--- src/rtl/fpu_pkg.sv ---
// Shared definitions for the FPU arbiter: opcodes, flag positions, enable positions and FSM states.
package fpu_pkg;

    localparam logic [2:0] OP_ADD  = 3'd0;
    localparam logic [2:0] OP_MUL  = 3'd1;
    localparam logic [2:0] OP_DIV  = 3'd2;
    localparam logic [2:0] OP_SQRT = 3'd3;
    localparam logic [2:0] OP_CMP  = 3'd4;

    localparam int F_GREAT   = 0;
    localparam int F_EQ      = 1;
    localparam int F_LESS    = 2;
    localparam int F_OV      = 3;
    localparam int F_UN      = 4;
    localparam int F_INV     = 5;
    localparam int F_INEXACT = 6;
    localparam int F_DIVZ    = 7;
    localparam int F_TOUT    = 8;

    localparam int EN_ADD = 0;
    localparam int EN_MUL = 1;
    localparam int EN_SQR = 2;
    localparam int EN_DIV = 3;
    localparam int EN_CMP = 4;

    localparam logic [8:0] FLAG_INV  = 9'(1) << F_INV;
    localparam logic [8:0] FLAG_TOUT = 9'(1) << F_TOUT;

    typedef enum logic [1:0] {IDLE, LOAD, RUN, RESP} state_t;

    function automatic logic op_legal(input logic [2:0] op);
        return op <= OP_CMP;
    endfunction

    // The enable vector is ordered differently from the opcode numbering (div/sqrt swap).
    function automatic logic [4:0] op_enable(input logic [2:0] op);
        logic [4:0] en;
        en = '0;
        case (op)
            OP_ADD:  en[EN_ADD] = 1'b1;
            OP_MUL:  en[EN_MUL] = 1'b1;
            OP_DIV:  en[EN_DIV] = 1'b1;
            OP_SQRT: en[EN_SQR] = 1'b1;
            OP_CMP:  en[EN_CMP] = 1'b1;
            default: en = '0;
        endcase
        return en;
    endfunction

endpackage

--- src/rtl/fpu_arb_rr_arbiter.sv ---
// Combinational round-robin picker: first set request at or after ptr, with wrap-around.
module rr_arbiter #(
    parameter int NREQ = 2,
    parameter int IDW  = 3
) (
    input  logic [NREQ-1:0] req,
    input  logic [IDW-1:0]  ptr,
    output logic [NREQ-1:0] grant,
    output logic [IDW-1:0]  idx,
    output logic            any
);

    logic [2*NREQ-1:0] doubled;
    logic [NREQ-1:0]   rotated;
    logic [IDW:0]      sum;

    // Rotate so that ptr lands on bit 0, then take the lowest set bit and map it back.
    always_comb begin
        doubled = {req, req} >> ptr;
        rotated = doubled[NREQ-1:0];
        any     = 1'b0;
        idx     = '0;
        sum     = '0;
        for (int i = 0; i < NREQ; i++) begin
            if (!any && rotated[i]) begin
                any = 1'b1;
                sum = {1'b0, ptr} + (IDW+1)'(i);
                if (sum >= (IDW+1)'(NREQ)) begin
                    sum = sum - (IDW+1)'(NREQ);
                end
                idx = sum[IDW-1:0];
            end
        end
        grant = any ? (NREQ'(1) << idx) : '0;
    end

endmodule

--- src/rtl/fpu_arb.sv ---
// Shares one FPU between NREQ requesters: round-robin grant, load/run sequencing, timeout,
// and a single registered response channel tagged with the owner's ID.
module fpu_arb
    import fpu_pkg::*;
#(
    parameter int NREQ    = 2,
    parameter int IDW     = 3,
    parameter int TIMEOUT = 255
) (
    input  logic              clk,
    input  logic              rst,
    input  logic [NREQ-1:0]   req_valid,
    output logic [NREQ-1:0]   req_ready,
    input  logic [3*NREQ-1:0] req_opcode,
    input  logic [32*NREQ-1:0] req_a,
    input  logic [32*NREQ-1:0] req_b,
    input  logic [3*NREQ-1:0] req_rm,
    output logic              rsp_valid,
    input  logic              rsp_ready,
    output logic [IDW-1:0]    rsp_id,
    output logic [31:0]       rsp_data,
    output logic [8:0]        rsp_flags,
    output logic [31:0]       fpu_in1,
    output logic [31:0]       fpu_in2,
    output logic [2:0]        fpu_opcode,
    output logic [2:0]        fpu_round,
    output logic              fpu_rstp,
    output logic              fpu_act,
    output logic [4:0]        fpu_en,
    input  logic [31:0]       fpu_out,
    input  logic [8:0]        fpu_flags,
    input  logic              fpu_done
);

    state_t          state;
    logic [IDW-1:0]  ptr;
    logic [IDW-1:0]  gnt_id;
    logic [15:0]     cnt;
    logic [NREQ-1:0] pick_grant;
    logic [IDW-1:0]  pick_idx;
    logic            pick_any;
    logic [2:0]      sel_op;
    logic [2:0]      sel_rm;
    logic [31:0]     sel_a;
    logic [31:0]     sel_b;
    logic            timeout_hit;

    rr_arbiter #(.NREQ(NREQ), .IDW(IDW)) u_arb (
        .req   (req_valid),
        .ptr   (ptr),
        .grant (pick_grant),
        .idx   (pick_idx),
        .any   (pick_any)
    );

    always_comb begin
        sel_op = '0;
        sel_rm = '0;
        sel_a  = '0;
        sel_b  = '0;
        for (int r = 0; r < NREQ; r++) begin
            if (pick_idx == IDW'(r)) begin
                sel_op = req_opcode[3*r +: 3];
                sel_rm = req_rm[3*r +: 3];
                sel_a  = req_a[32*r +: 32];
                sel_b  = req_b[32*r +: 32];
            end
        end
    end

    // Ready is the only combinational output; it is forced low while reset is held.
    assign req_ready   = (state == IDLE && !rst) ? pick_grant : '0;
    assign timeout_hit = (cnt == 16'(TIMEOUT - 1));

    always_ff @(posedge clk or posedge rst) begin
        if (rst) begin
            state      <= IDLE;
            ptr        <= '0;
            gnt_id     <= '0;
            cnt        <= '0;
            rsp_valid  <= 1'b0;
            rsp_id     <= '0;
            rsp_data   <= '0;
            rsp_flags  <= '0;
            fpu_in1    <= '0;
            fpu_in2    <= '0;
            fpu_opcode <= '0;
            fpu_round  <= '0;
            fpu_rstp   <= 1'b0;
            fpu_act    <= 1'b0;
            fpu_en     <= '0;
        end else begin
            case (state)
                IDLE: begin
                    if (pick_any) begin
                        gnt_id <= pick_idx;
                        if (!op_legal(sel_op)) begin
                            rsp_valid <= 1'b1;
                            rsp_id    <= pick_idx;
                            rsp_data  <= '0;
                            rsp_flags <= FLAG_INV;
                            state     <= RESP;
                        end else begin
                            fpu_in1    <= sel_a;
                            fpu_in2    <= sel_b;
                            fpu_opcode <= sel_op;
                            fpu_round  <= sel_rm;
                            fpu_en     <= op_enable(sel_op);
                            fpu_rstp   <= 1'b1;
                            state      <= LOAD;
                        end
                    end
                end

                LOAD: begin
                    fpu_rstp <= 1'b0;
                    fpu_act  <= 1'b1;
                    cnt      <= '0;
                    state    <= RUN;
                end

                RUN: begin
                    cnt <= cnt + 16'd1;
                    // A done arriving in the same cycle as the timeout takes priority.
                    if (fpu_done || timeout_hit) begin
                        if (fpu_done) begin
                            rsp_data  <= (fpu_opcode == OP_CMP) ? 32'd0 : fpu_out;
                            rsp_flags <= fpu_flags & ~FLAG_TOUT;
                        end else begin
                            rsp_data  <= '0;
                            rsp_flags <= FLAG_TOUT;
                        end
                        rsp_valid  <= 1'b1;
                        rsp_id     <= gnt_id;
                        cnt        <= '0;
                        fpu_in1    <= '0;
                        fpu_in2    <= '0;
                        fpu_opcode <= '0;
                        fpu_round  <= '0;
                        fpu_act    <= 1'b0;
                        fpu_en     <= '0;
                        state      <= RESP;
                    end
                end

                RESP: begin
                    if (rsp_ready) begin
                        rsp_valid <= 1'b0;
                        ptr       <= (gnt_id == IDW'(NREQ - 1)) ? '0 : gnt_id + IDW'(1);
                        state     <= IDLE;
                    end
                end

                default: state <= IDLE;
            endcase
        end
    end

endmodule

--- config.mk ---
export PLATFORM = sky130hd
export DESIGN_NAME = fpu_arb
export DESIGN_NICKNAME = d
export VERILOG_FILES = /design/src/rtl/fpu_pkg.sv /design/src/rtl/fpu_arb_rr_arbiter.sv /design/src/rtl/fpu_arb.sv
export SDC_FILE = /design/constraint.sdc
export NUM_CORES = 1
export LEC_CHECK = 0
export ABC_AREA = 1
export BUFFER_PORTS_ARGS = -buffer_cell sky130_fd_sc_hd__buf_4
export CAP_MARGIN = 20
export CORE_UTILIZATION = 50
export CTS_CLUSTER_SIZE = 12
export DETAILED_ROUTE_END_ITERATION = 16
export PLACE_DENSITY_LB_ADDON = 0.1
export SYNTH_ARGS = -nofsm -noshare
export SYNTH_HDL_FRONTEND = slang
export SYNTH_SLANG_ARGS = --single-unit
--- constraint.sdc ---
create_clock -name clk -period 8.9 [get_ports clk]
set_clock_uncertainty 0.1 [all_clocks]
set_input_delay 1.78 -clock clk [delete_from_list [all_inputs] [get_ports clk]]
set_output_delay 1.78 -clock clk [all_outputs]
set_load 0.02 [all_outputs]
==> flow_results.xml <==
<?xml version="1.0" encoding="UTF-8"?>
<metrics>
  <group name="drt">
    <metric name="iteration_count_of_the_initial_detailed_routing_pass" unit="">5</metric>
    <metric name="detail_route.vias_per_cell" unit="">4.92</metric>
    <metric name="routed_wl" unit="µm">20500</metric>
    <metric name="detail_route.iter0.violations" unit="">419</metric>
    <metric name="drt_antenna_net_count" unit="">0</metric>
    <metric name="detailroute.via_count" unit="">7051</metric>
    <metric name="routed_wire_length_per_instance" unit="µm">14.3</metric>
    <metric name="route.detailed.drc" unit="">0</metric>
  </group>
  <group name="setup_path">
    <metric name="timing.critical_path.required" unit="ns">7.02</metric>
    <metric name="timing.reg2reg.worst_path_depth" unit="">18</metric>
    <metric name="cp_max_fo" unit="">69</metric>
    <metric name="timing_worst_setup_path_type" unit="">primary input to primary output</metric>
    <metric name="worst_r2r_endpoint" unit="">fpu_in1[15]</metric>
    <metric name="critPathCapture" unit="">req_ready[0]</metric>
    <metric name="startpoint" unit="">req_valid[1]</metric>
    <metric name="startpoint_type" unit="">primary input</metric>
    <metric name="crit_path_end_kind" unit="">primary output</metric>
    <metric name="path_delay_family" unit="">buffers and inverters</metric>
    <metric name="cp_num_buf_inv" unit="">3</metric>
    <metric name="data_arrival_time_of_the_worst_path" unit="ns">3.25</metric>
    <metric name="regToRegStartpoint" unit="">ptr[0]</metric>
    <metric name="critical_path.slowest_cell" unit="">buf_4</metric>
    <metric name="cp_common_cell" unit="">buf_4</metric>
    <metric name="worst-path-stages" unit="">10</metric>
    <metric name="crit_path_cell_trace" unit="">buf_4 -&gt; nor2_1 -&gt; nor2_1 -&gt; nand2_1 -&gt; nor2_2 -&gt; nand2_2 -&gt; nand3_2 -&gt; buf_4 -&gt; nor3_1 -&gt; buf_4</metric>
    <metric name="r2r_setup_slack" unit="ns">4.72</metric>
    <metric name="cp_slowest_stage_delay" unit="ns">0.49</metric>
  </group>
  <group name="cts">
    <metric name="ctsLongestPathBuffers" unit="">2</metric>
    <metric name="numCtsBuffers" unit="">17</metric>
    <metric name="clk_transition_reported_paths" unit="ns">0.06</metric>
    <metric name="clock_tree.root_cell" unit="">clkbuf_16</metric>
    <metric name="number_of_buffers_added_to_fix_hold_violations_after_cts" unit="">0</metric>
    <metric name="clock_tree_from_tritoncts" unit="">done</metric>
    <metric name="tritoncts_num_sinks" unit="">146</metric>
    <metric name="clkLatencyLatePin" unit="ns">0.42</metric>
    <metric name="cts_repair_resize_count" unit="">0</metric>
    <metric name="cts_post_setup_buffers_inserted" unit="">0</metric>
    <metric name="cts_max_level" unit="">4</metric>
  </group>
  <group name="yosys">
    <metric name="ff_latch_count_synth" unit="">146</metric>
    <metric name="syn-cell-area" unit="µm²">7310</metric>
    <metric name="ys_warn_count" unit="">0</metric>
    <metric name="number_of_distinct_library_cells_after_synthesis" unit="">36</metric>
    <metric name="post_synth.cell_area_avg" unit="µm²">7.63</metric>
    <metric name="most_area_consuming_cells_after_synthesis" unit="">dfrtp_1, nand2_1, o21ai_1</metric>
    <metric name="synth_top_cell_by_area" unit="">dfrtp_1</metric>
    <metric name="synth_largest_type_area_fraction" unit="">0.500</metric>
    <metric name="postSynthCellCount" unit="">958</metric>
    <metric name="proportion_of_synthesized_chip_area_in_sequential_cells" unit="">0.500</metric>
    <metric name="postSynthNetCount" unit="">1153</metric>
  </group>
  <group name="cells_and_area">
    <metric name="drive_above_1_share" unit="">0.294</metric>
    <metric name="finalCoreUtilization" unit="">0.734</metric>
    <metric name="filler_cell_count" unit="">1148</metric>
    <metric name="antenna_cells_inserted" unit="">0</metric>
    <metric name="final_nets" unit="">1436</metric>
    <metric name="syn_to_final_growth" unit="%">41.0</metric>
  </group>
  <group name="grt">
    <metric name="grt_pass1_wl" unit="µm">32000</metric>
    <metric name="antenna_found_initial" unit="">0</metric>
    <metric name="grt.overflow.total" unit="">0</metric>
    <metric name="grt_usage" unit="">0.277</metric>
    <metric name="first_global_vias" unit="">6442</metric>
    <metric name="maximum_number_of_pins_on_one_net_before_global_route_repair" unit="">91</metric>
  </group>
  <group name="floorplan">
    <metric name="initial_core_utilization" unit="">0.520</metric>
    <metric name="die_x" unit="µm">123</metric>
    <metric name="io_pins" unit="">311</metric>
    <metric name="die_h" unit="µm">123</metric>
    <metric name="core-area" unit="µm²">14000</metric>
    <metric name="fp-row-count" unit="">43</metric>
    <metric name="area_of_the_die" unit="µm²">15100</metric>
  </group>
  <group name="timing">
    <metric name="hold_viol_final" unit="">0</metric>
    <metric name="final_critical_path_setup_slack" unit="ns">3.77</metric>
    <metric name="timing.final.setup_violations" unit="">0</metric>
    <metric name="min_period" unit="ns">5.13</metric>
    <metric name="setup_total_negative_slack" unit="ns">0</metric>
    <metric name="timing.fmax" unit="MHz">195</metric>
    <metric name="timing.final.crit_share" unit="">0.576</metric>
    <metric name="worst_slew_margin_rel" unit="">0.377</metric>
    <metric name="finalMaxSlewViolations" unit="">0</metric>
    <metric name="tightestPinTransition" unit="ns">0.930</metric>
    <metric name="fin_worst_hold_slack" unit="ns">0.387</metric>
    <metric name="grt_setup_unrepaired" unit="">false</metric>
  </group>
  <group name="run">
    <metric name="maxCapViolCount" unit="">0</metric>
  </group>
  <group name="pwr">
    <metric name="peak_vdd_ir" unit="µV">241</metric>
    <metric name="pwr_density_cell" unit="nW/µm²">386</metric>
    <metric name="total_leakage_power" unit="µW">0.00542</metric>
  </group>
  <group name="place">
    <metric name="pre_cts_slack" unit="ns">3.62</metric>
    <metric name="gp_congestion" unit="">0.804</metric>
    <metric name="io_buffer_count" unit="">309</metric>
    <metric name="place_hpwl" unit="µm">14600</metric>
  </group>
  <group name="min_path">
    <metric name="hold_class" unit="">flip-flop to flip-flop</metric>
  </group>
  <group name="status">
    <metric name="run_status" unit="">completed</metric>
  </group>
</metrics>
worst register-to-register path: stages, from the launching register on:
cell     delay (ns)
dfrtp_1        0.48
ha_1           0.26
inv_1          0.07
nand2_1        0.07
nand2_1        0.07
nand2_1        0.07
nand2_1        0.06
nand2_1        0.05
nand2_2        0.14
nand2_2        0.11
nor2_4         0.08
buf_4          0.54
nand2_1        0.15
o21ai_2        0.15
nand3_2        0.15
nand2_4        0.57
buf_4          0.73
nand2_1        0.14
o21ai_1        0.11
placed cells by master, fill, tap and decap left out, drive strengths merged:
cell type,count
nand3,10
clkbuf,21
buf,316
clkinv,5
o21a,1
a21oi,11
nor2,29
nand2,354
dfrtp,146
nand4,11
nor3,8
a211o,1
nand3b,2
or2,1
o21ai,201
xor2,6
o221ai,1
mux2i,1
ha,8
inv,105
o211ai,2
o22ai,1
nor3b,1
bufinv,5
nor4,5
and3,1
synthesized netlist by cell type, drive strengths merged:
| cell type | number |
|---|---|
| nor2 | 29 |
| and3 | 1 |
| o21ai | 201 |
| o211ai | 2 |
| nand3 | 10 |
| mux2i | 1 |
| o22ai | 1 |
| nand3b | 2 |
| clkbuf | 25 |
| o221ai | 1 |
| buf | 27 |
| inv | 105 |
| o21a | 1 |
| nor4 | 5 |
| nor3b | 1 |
| ha | 8 |
| nor3 | 8 |
| a21oi | 11 |
| a211o | 1 |
| xor2 | 6 |
| or2 | 1 |
| nand4 | 11 |
| nand2 | 354 |
| dfrtp | 146 |
power breakdown:
group          switching [µW]  total, µW  internal, µW
sequential                150       1070           920
clock                     270        794           524
combinational            1410       2110           703
through the flow:
step	cells	total power (µW)	instance area [µm²]
CTS	1433	4000	10300
global placement	1402	3150	9640
finish	1433	3980	10300
detailed placement	1402	3190	9640
global route	1433	4280	10300
floorplan	958	2540	7310
worst min path at each step:
stage	from	end	slack, ns	depth (start not counted)
2_1_floorplan	cnt[7]	cnt[7]	0.39	1
3_3_place_gp	rsp_flags[8]	rsp_flags[8]	0.36	2
3_5_place_dp	fpu_in1[8]	fpu_in1[8]	0.38	2
4_1_cts	fpu_in1[8]	fpu_in1[8]	0.39	2
5_1_grt	fpu_in1[22]	fpu_in1[22]	0.41	2
6_report	rsp_data[18]	rsp_data[18]	0.39	2
cell families after synthesis:
logic type	Yosys count	synth area share
mux	1	0.00137
buf+inv	157	0.0920
xor+xnor	6	0.00719
fa+ha+maj	8	0.0137
simple gates	422	0.232
flops	146	0.500
compound gates	218	0.153
sequential cells by signal (all words and copies together) (netlist names):
register,flops
fpu_in1,32
fpu_in2,32
rsp_data,32
cnt,16
rsp_flags,9
fpu_en,5
fpu_opcode,3
fpu_round,3
gnt_id,3
ptr,3
rsp_id,3
state,2
fpu_act,1
fpu_rstp,1
rsp_valid,1
layer usage:
| layer | GRT usage | up-vias | wire length, µm | part of all wire |
|---|---|---|---|---|
| met3 | 0.0781 | 42 | 1490 | 0.073 |
| met4 | 0.118 | 0 | 546 | 0.027 |
| met1 | 0.345 | 3178 | 8390 | 0.41 |
| met5 | 0 | - | 0 | 0 |
| met2 | 0.451 | 220 | 10100 | 0.49 |
| li1 | - | 3611 | - | - |
cell type report:
| cell class | instances | area (µm²) | area share |
|---|---|---|---|
| well taps | 180 | 225 | 0.0219 |
| clock inverters | 10 | 179 | 0.0174 |
| inverters | 105 | 399 | 0.0387 |
| clock buffers | 21 | 480 | 0.0466 |
| multi-input cells | 655 | 2990 | 0.290 |
| flip-flops and latches | 146 | 3650 | 0.355 |
| repair buffers | 316 | 2370 | 0.230 |
Power figures use the tool's default switching activity.
